`config.mk`:
```
export PLATFORM = sky130hd
export DESIGN_NAME = sine_scroll_ctrl
export DESIGN_NICKNAME = d
export VERILOG_FILES = /design/src/rtl/sine_pkg.sv /design/src/rtl/sine_frame_seq.sv /design/src/rtl/sine_scroll_ctrl.sv
export SDC_FILE = /design/constraint.sdc
export NUM_CORES = 1
export LEC_CHECK = 0
export ABC_AREA = 1
export BUFFER_PORTS_ARGS = -buffer_cell sky130_fd_sc_hd__buf_2
export CAP_MARGIN = 20
export CORE_MARGIN = 2
export CORE_UTILIZATION = 38
export CTS_CLUSTER_DIAMETER = 30
export DETAILED_ROUTE_END_ITERATION = 8
export PLACE_DENSITY = 0.66
export SKIP_CTS_REPAIR_TIMING = 1
export SLEW_MARGIN = 10
export SYNTH_ARGS = -nofsm -noshare
export SYNTH_HDL_FRONTEND = slang
export SYNTH_SLANG_ARGS = --single-unit
```
`constraint.sdc`:
```
create_clock -name clk -period 1.85 [get_ports clk]
set_input_delay 0.185 -clock clk [delete_from_list [all_inputs] [get_ports clk]]
set_output_delay 0.185 -clock clk [all_outputs]
set_load 0.01 [all_outputs]
```
`src/rtl/sine_pkg.sv`:
```
// Shared types and constants for the quarter-sine colour layer sequencer.
package sine_pkg;

    typedef enum logic [1:0] {
        IDLE   = 2'd0,
        RUN    = 2'd1,
        PAUSED = 2'd2
    } sine_state_t;

    localparam int unsigned SINE_BAND_ROWS = 22;
    localparam logic [4:0]  SINE_Y_BLANK   = 5'd31;
    localparam logic [5:0]  RGB_BLACK      = 6'b000000;

endpackage

```
`src/rtl/sine_frame_seq.sv`:
```
// Frame-level sequencer: run/pause/idle FSM, scroll stepping and day/night toggling.
// Optional reverse scrolling is enabled with SINE_SCROLL_REVERSE_EN.
module sine_frame_seq
    import sine_pkg::*;
#(
    parameter int unsigned FRAMES_PER_STEP = 2,
    parameter int unsigned DAYNIGHT_PERIOD = 256
) (
    input  logic       clk,
    input  logic       rst_n,
    input  logic       ena,
    input  logic       pause,
    input  logic       frame_start,
`ifdef SINE_SCROLL_REVERSE_EN
    input  logic       scroll_dir,
`endif
    output logic       drawing,
    output logic [5:0] scroll_pos,
    output logic       daynight
);

    localparam logic [3:0] STEP_LAST  = 4'(FRAMES_PER_STEP - 1);
    localparam logic [9:0] FRAME_LAST = 10'(DAYNIGHT_PERIOD - 1);

    sine_state_t state, next_state;
    logic [3:0]  step_cnt;
    logic [9:0]  frame_cnt;
    logic        advance_c;
    logic        step_dec_c;

`ifdef SINE_SCROLL_REVERSE_EN
    assign step_dec_c = scroll_dir;
`else
    assign step_dec_c = 1'b0;
`endif

    // Counters advance on the pre-transition state, so a RUN->PAUSED edge still steps once.
    assign advance_c = ena && frame_start && (state == RUN);

    // Next-state: ena low drops to IDLE at once; everything else waits for a frame boundary.
    always_comb begin
        next_state = state;
        if (!ena) begin
            next_state = IDLE;
        end else if (frame_start) begin
            next_state = pause ? PAUSED : RUN;
        end
    end

    always_ff @(posedge clk or negedge rst_n) begin
        if (!rst_n) begin
            state   <= IDLE;
            drawing <= 1'b0;
        end else begin
            state   <= next_state;
            drawing <= (next_state != IDLE);
        end
    end

    always_ff @(posedge clk or negedge rst_n) begin
        if (!rst_n) begin
            step_cnt   <= 4'd0;
            frame_cnt  <= 10'd0;
            scroll_pos <= 6'd0;
            daynight   <= 1'b0;
        end else if (advance_c) begin
            if (step_cnt == STEP_LAST) begin
                step_cnt   <= 4'd0;
                scroll_pos <= step_dec_c ? scroll_pos - 6'd1 : scroll_pos + 6'd1;
            end else begin
                step_cnt <= step_cnt + 4'd1;
            end
            if (frame_cnt == FRAME_LAST) begin
                frame_cnt <= 10'd0;
                daynight  <= ~daynight;
            end else begin
                frame_cnt <= frame_cnt + 10'd1;
            end
        end
    end

endmodule

```
`src/rtl/sine_scroll_ctrl.sv`:
```
// Quarter-sine layer controller: pixel-to-cell mapping with scroll, plus a 2-stage colour pipeline.
// Optional scroll_dir port and reverse scrolling are enabled with SINE_SCROLL_REVERSE_EN.
module sine_scroll_ctrl
    import sine_pkg::*;
#(
    parameter int unsigned SCALE_SHIFT     = 3,
    parameter int unsigned Y_TOP           = 128,
    parameter int unsigned FRAMES_PER_STEP = 2,
    parameter int unsigned DAYNIGHT_PERIOD = 256
) (
    input  logic       clk,
    input  logic       rst_n,
    input  logic       ena,
    input  logic       pause,
    input  logic       frame_start,
`ifdef SINE_SCROLL_REVERSE_EN
    input  logic       scroll_dir,
`endif
    input  logic [9:0] hpos,
    input  logic [9:0] vpos,
    input  logic       display_on,
    input  logic [5:0] sine_rgb,
    output logic [5:0] sine_x,
    output logic [4:0] sine_y,
    output logic       daynight,
    output logic [5:0] rgb_out,
    output logic [5:0] scroll_pos
);

    localparam logic [9:0] Y_TOP_W    = 10'(Y_TOP);
    localparam logic [9:0] ROW_LAST_W = 10'(SINE_BAND_ROWS - 1);

    logic       drawing;
    logic       de1;
    logic [9:0] hcell_c;
    logic [9:0] row_c;
    logic       in_band_c;

    sine_frame_seq #(
        .FRAMES_PER_STEP (FRAMES_PER_STEP),
        .DAYNIGHT_PERIOD (DAYNIGHT_PERIOD)
    ) u_seq (
        .clk         (clk),
        .rst_n       (rst_n),
        .ena         (ena),
        .pause       (pause),
        .frame_start (frame_start),
`ifdef SINE_SCROLL_REVERSE_EN
        .scroll_dir  (scroll_dir),
`endif
        .drawing     (drawing),
        .scroll_pos  (scroll_pos),
        .daynight    (daynight)
    );

    // Row is computed in 10 bits; rows above the band wrap high and are caught by the vpos test.
    assign hcell_c   = hpos >> SCALE_SHIFT;
    assign row_c     = (vpos - Y_TOP_W) >> SCALE_SHIFT;
    assign in_band_c = (vpos >= Y_TOP_W) && (row_c <= ROW_LAST_W);

    // Stage 1: cell coordinates to the sine layer.
    always_ff @(posedge clk or negedge rst_n) begin
        if (!rst_n) begin
            sine_x <= 6'd0;
            sine_y <= SINE_Y_BLANK;
            de1    <= 1'b0;
        end else begin
            sine_x <= 6'(hcell_c) + scroll_pos;
            sine_y <= in_band_c ? 5'(row_c) : SINE_Y_BLANK;
            de1    <= display_on;
        end
    end

    // Stage 2: capture the layer colour, blanked outside active video or when idle.
    always_ff @(posedge clk or negedge rst_n) begin
        if (!rst_n) begin
            rgb_out <= RGB_BLACK;
        end else begin
            rgb_out <= (de1 && drawing) ? sine_rgb : RGB_BLACK;
        end
    end

endmodule

```
==> flow_summary.ini, run 1 <==
[synth]
synthesis.nets = 277
synth_cell_type_count = 24
synth_top_area_frac = 0.444
syn_inst = 235
synth-main-ff-cell = dfrtp_1
synth_async_sr_flop_share = 1.00
yosysWarnings = 0
synth_area_leaders = dfrtp_1, nand2_1, dfstp_2
synth_area_per_cell_um2 = 8.86
synth-edff-count = 0
synth_top_area_cell = dfrtp_1
synth-seq-area-share = 0.508
yosys-top-cells-count = nand2_1, dfrtp_1, inv_1
yosysMostFrequentCell = nand2_1
syn-cell-area_um2 = 2080
ys_ff_latch = 42

[sta]
rsz0062_at_grt = false
tns_ns = 0
finalSetupViolCount = 0
fin_worst_skew_ns = 0.00501
slew_viol_final = 0
min_period_ns = 1.56
max_slew_margin = 0.663
finalCritPeriodShare = 0.843
timing.fmax_mhz = 641
worst_slew_pin_slew_ns = 0.505
hold_viol_final = 0
whs_ns = 0.0191

[routing]
wl_per_cell_um = 10.4
first_pass_iters = 4
wl_mm = 3.76
via_count = 1663
drc_errors = 0
vias_per_cell = 4.58
drtAntennaViolNets = 0
drt_iter0_drc = 54

[clock_tree]
path_clk_slew_ns = 0.08
cts.sinks = 42
clock-root-buffer = clkbuf_8
h-tree-depth = 2
clockBufferDepth = 2
cts_tree = yes
cts_buffers = 5
worstSkewPairLatency_ns = 0.29

[finish]
final_nets = 334
n_antenna_cell = 0
syn2layout_area_growth_pct = 23.5
stdcell_count = 363
drive_above_1_share = 0.246

[hold_path]
hold_path_depth = 2
hp-class = in2reg

[power]
powerDensity_nw_per_um2 = 892
vdd_ir_drop_max_mv = 0.482
static-leakage-power_nw = 1.42

[critical_path]
end_kind = register
crit_type = reg2reg
cp_data_required_time_ns = 2.04
rr_worst_depth = 5
worst_setup_path_start_kind = register
worst-path-max-fanout = 8
arrival_ns = 1.75

[placed_design]
numPortBuffers = 48
dp.cells = 353
routabilityCongestion = 0.806
dpl.hpwl_mm = 2.87

[floorplanning]
dieArea_um2 = 6090
core_area_um2 = 5200
die_y_um = 78.0
rows = 26
die-width_um = 78.0
initial_core_util = 0.400
io_pins = 56

[global_routing]
grt_usage = 0.138
antenna_found_initial = 0
grt_pass1_wl_mm = 6.79
grt-ovfl-total = 0
grt_pass1_vias = 1616
grt_max_degree = 23

[run]
cap_viol_max_count = 0

[status]
outcome = finished clean
-- per-layer routing --
metal  wire length [um]  global-route usage  vias to the layer above  share of wire
met4                 38              0.0544                        0          0.010
met1               1700               0.169                      762           0.45
li1                   -                   -                      855              -
met2               1780               0.228                       41           0.47
met5                  0                   0                        -              0
met3                243              0.0437                        5          0.065
-- cell usage in the layout, fill, tap and decap left out, types with 2 or more instances in the layout --
cell type	n
nand2_1	61
bufinv_16	2
xnor2_1	5
nand4_1	9
nor2_1	20
dfrtp_1	37
o21ai_0	8
inv_1	35
a21oi_1	4
buf_2	48
ha_1	9
xor2_1	8
dlygate4sd3_1	2
nor2_4	2
nand3_1	20
nand2_2	2
clkbuf_8	5
dfstp_2	5
-- critical path, cell delays in order (launching register included) --
cell     delay (ns)
dfrtp_1        0.48
ha_1           0.27
fa_1           0.41
nand3_1        0.09
nand2_1        0.06
xor2_1         0.14
-- kinds of logic (layout without fill, tap and decap cells) --
kind of cell / after synthesis / in the layout / share of synthesized area
AOI/OAI and AO/OA: 15 / 15 / 0.0396
xor gates and xnor gates: 13 / 13 / 0.0547
adders and majority gates: 10 / 10 / 0.0637
buffers and inverters: 37 / 95 / 0.0727
DFF: 42 / 42 / 0.508
and+or+nand+nor: 118 / 118 / 0.262
-- through the flow --
| step | worst slack [ns] | cell area [um^2] | total power, mW | utilization |
|---|---|---|---|---|
| 6_report | 0.290 | 2570 | 2.30 | 0.494 |
| 5_1_grt | 0.210 | 2570 | 2.43 | 0.494 |
| 4_1_cts | 0.293 | 2550 | 2.33 | 0.491 |
| 3_5_place_dp | 0.307 | 2420 | 1.45 | 0.464 |
| 3_3_place_gp | 0.318 | 2420 | 1.44 | 0.464 |
| 2_1_floorplan | 0.356 | 2080 | 1.33 | - |
-- area by class of cell --
class / instances / area (um^2)
clock buffers: 5 / 68.8
clock inverters: 3 / 68.8
fillers: 523 / 2630
inverters: 36 / 136
multi-input cells: 156 / 875
flip-flops and latches: 42 / 1060
well taps: 70 / 87.6
repair buffers: 51 / 280
-- registers in the layout (all words and copies together), names as in the netlist --
| register | cells |
|---|---|
| u_seq.daynight | 1 |
| u_seq.frame_cnt | 10 |
| sine_y | 5 |
| u_seq.scroll_pos | 6 |
| sine_x | 6 |
| u_seq.state | 2 |
| rgb_out | 6 |
| u_seq.drawing | 1 |
| de1 | 1 |
| u_seq.step_cnt | 4 |
-- worst paths after layout --
path                                     startpoint            endpoint  slack [ns]
worst min-delay path                        vpos[7]           sine_y[4]        0.02
max in group asynchronous                     rst_n           sine_y[3]        0.90
worst max-delay path            u_seq.scroll_pos[0]           sine_x[4]        0.29
worst min register to register   u_seq.frame_cnt[9]  u_seq.frame_cnt[9]        0.50
worst max register to register  u_seq.scroll_pos[0]           sine_x[4]        0.29
min in group asynchronous                     rst_n  u_seq.frame_cnt[7]        0.39
-- report_power, final --
group | switching, mW | internal (mW) | total, mW
sequential | 0.0982 | 1.03 | 1.13
combinational | 0.176 | 0.129 | 0.305
clock | 0.320 | 0.540 | 0.860
(Power assumes the default switching activity.)
==> run 2, diff against run 1 <==
- clock period: 1.85 -> 1.6 ns (I/O delays scaled with it)
==> run 2 against run 1 <==
Count of clock-buffer cells in the layout increased by 1. Highest routed layer unchanged. Final cell count rose by 1.1%. Setup slack got worse by 0.14 ns. Via count fell by 0.48%. Non-clock buffer count up 4.
==> flow_summary.ini, run 2 (synthesis results as in run 1) <==
[sta]
max_slew_margin = 0.726
whs_ns = 0.0669
worst_slew_pin_slew_ns = 0.412
finalSetupViolCount = 0
min_period_ns = 1.45
rsz0062_at_grt = false
finalCritPeriodShare = 0.906
slew_viol_final = 0
fin_ws_ns = 0.150
hold_viol_final = 0
tns_ns = 0
timing.fmax_mhz = 690
fin_worst_skew_ns = 0.00778

[power]
static-leakage-power_nw = 1.44
vdd_ir_drop_max_mv = 0.488
powerDensity_nw_per_um2 = 1030

[clock_tree]
clock-root-buffer = clkbuf_8
path_clk_slew_ns = 0.08
cts_tree = yes
cts.sinks = 42
clockBufferDepth = 2
worstSkewPairLatency_ns = 0.30
cts_buffers = 5
h-tree-depth = 2

[global_routing]
grt_pass1_wl_mm = 6.67
grt-ovfl-total = 0
grt_usage = 0.138
grt_pass1_vias = 1608
grt_max_degree = 19
antenna_found_initial = 0

[routing]
wl_mm = 3.79
vias_per_cell = 4.51
drtAntennaViolNets = 0
first_pass_iters = 4
wl_per_cell_um = 10.3
drc_errors = 0
via_count = 1655
drt_iter0_drc = 61

[critical_path]
end_kind = register
cp_data_required_time_ns = 1.79
rr_endpoint = sine_x[4]
worst-path-max-fanout = 3
rr_worst_depth = 5
ff2ff_setup_slack_ns = 0.15
worst_setup_path_start_kind = register
crit_type = reg2reg
r2r_start = u_seq.scroll_pos[0]
arrival_ns = 1.64

[hold_path]
hold_start = sine_rgb[3]
hold_path_depth = 3
hp-class = in2reg
hold_path_end = rgb_out[3]

[placed_design]
numPortBuffers = 48
routabilityCongestion = 0.793
dpl.hpwl_mm = 2.96
pre_cts_slack_ns = 0.149
dp.cells = 356

[finish]
nFillCells = 501
largest_reg_flops = 10
stdcell_count = 367
mostFrequentLayoutCells = nand2_1, buf_2, dfrtp_1
syn2layout_area_growth_pct = 24.7
top_register = u_seq.frame_cnt
final_nets = 338
n_antenna_cell = 0
drive_above_1_share = 0.253
final_common_cell = nand2_1

[floorplanning]
dieArea_um2 = 6090
io_pins = 56
die-width_um = 78.0
initial_core_util = 0.400
die_y_um = 78.0
rows = 26
core_area_um2 = 5200

[status]
outcome = finished clean

[run]
cap_viol_max_count = 0
[run 2: changes by cell type in the layout (fill, tap and decap cells not counted), sizes merged]
| cell | before | now |
|---|---|---|
| buf | 49 | 52 |
| clkbuf | 5 | 6 |
| clkinv | 2 | 1 |
| dlygate4sd3 | 2 | 3 |
[run 2: area by class of cell]
class | instances | area (um^2) | area share
multi-input cells | 156 | 875 | 0.337
well taps | 70 | 87.6 | 0.0337
repair buffers | 55 | 300 | 0.116
flip-flops and latches | 42 | 1060 | 0.407
clock inverters | 2 | 60.1 | 0.0231
inverters | 36 | 136 | 0.0525
clock buffers | 6 | 82.6 | 0.0318
[run 2: worst max-delay path by stage]
stage	to	from
2_1_floorplan	sine_x[4]	u_seq.scroll_pos[0]
3_3_place_gp	sine_x[4]	u_seq.scroll_pos[0]
3_5_place_dp	sine_x[4]	u_seq.scroll_pos[0]
4_1_cts	sine_x[4]	u_seq.scroll_pos[0]
5_1_grt	sine_y[3]	vpos[7]
6_report	sine_x[4]	u_seq.scroll_pos[0]
[run 2: where the power goes]
group | switching (mW) | internal, mW | total (mW)
clock network | 0.352 | 0.665 | 1.02
registers | 0.114 | 1.19 | 1.31
logic | 0.206 | 0.150 | 0.356
[run 2: worst max-delay path, cell delays in order, from the launching register on]
cell and delay [ns]:
dfrtp_1 0.40, ha_1 0.24, fa_1 0.41, nand3_1 0.09, nand2_1 0.06, xor2_1 0.14
[run 2: metal layers]
| metal | vias up | track usage | wire (um) |
|---|---|---|---|
| met1 | 750 | 0.168 | 1740 |
| met3 | 6 | 0.0425 | 218 |
| met2 | 39 | 0.230 | 1780 |
| met4 | 0 | 0.0544 | 55 |
| met5 | - | 0 | 0 |
| li1 | 860 | - | - |
[run 2: per-stage QoR]
step	util	area, um^2	power [mW]
after floorplan	-	2080	1.53
after global placement	0.466	2430	1.66
after detailed placement	0.466	2430	1.68
after CTS	0.494	2570	2.71
after global routing	0.499	2600	2.84
final	0.499	2600	2.68
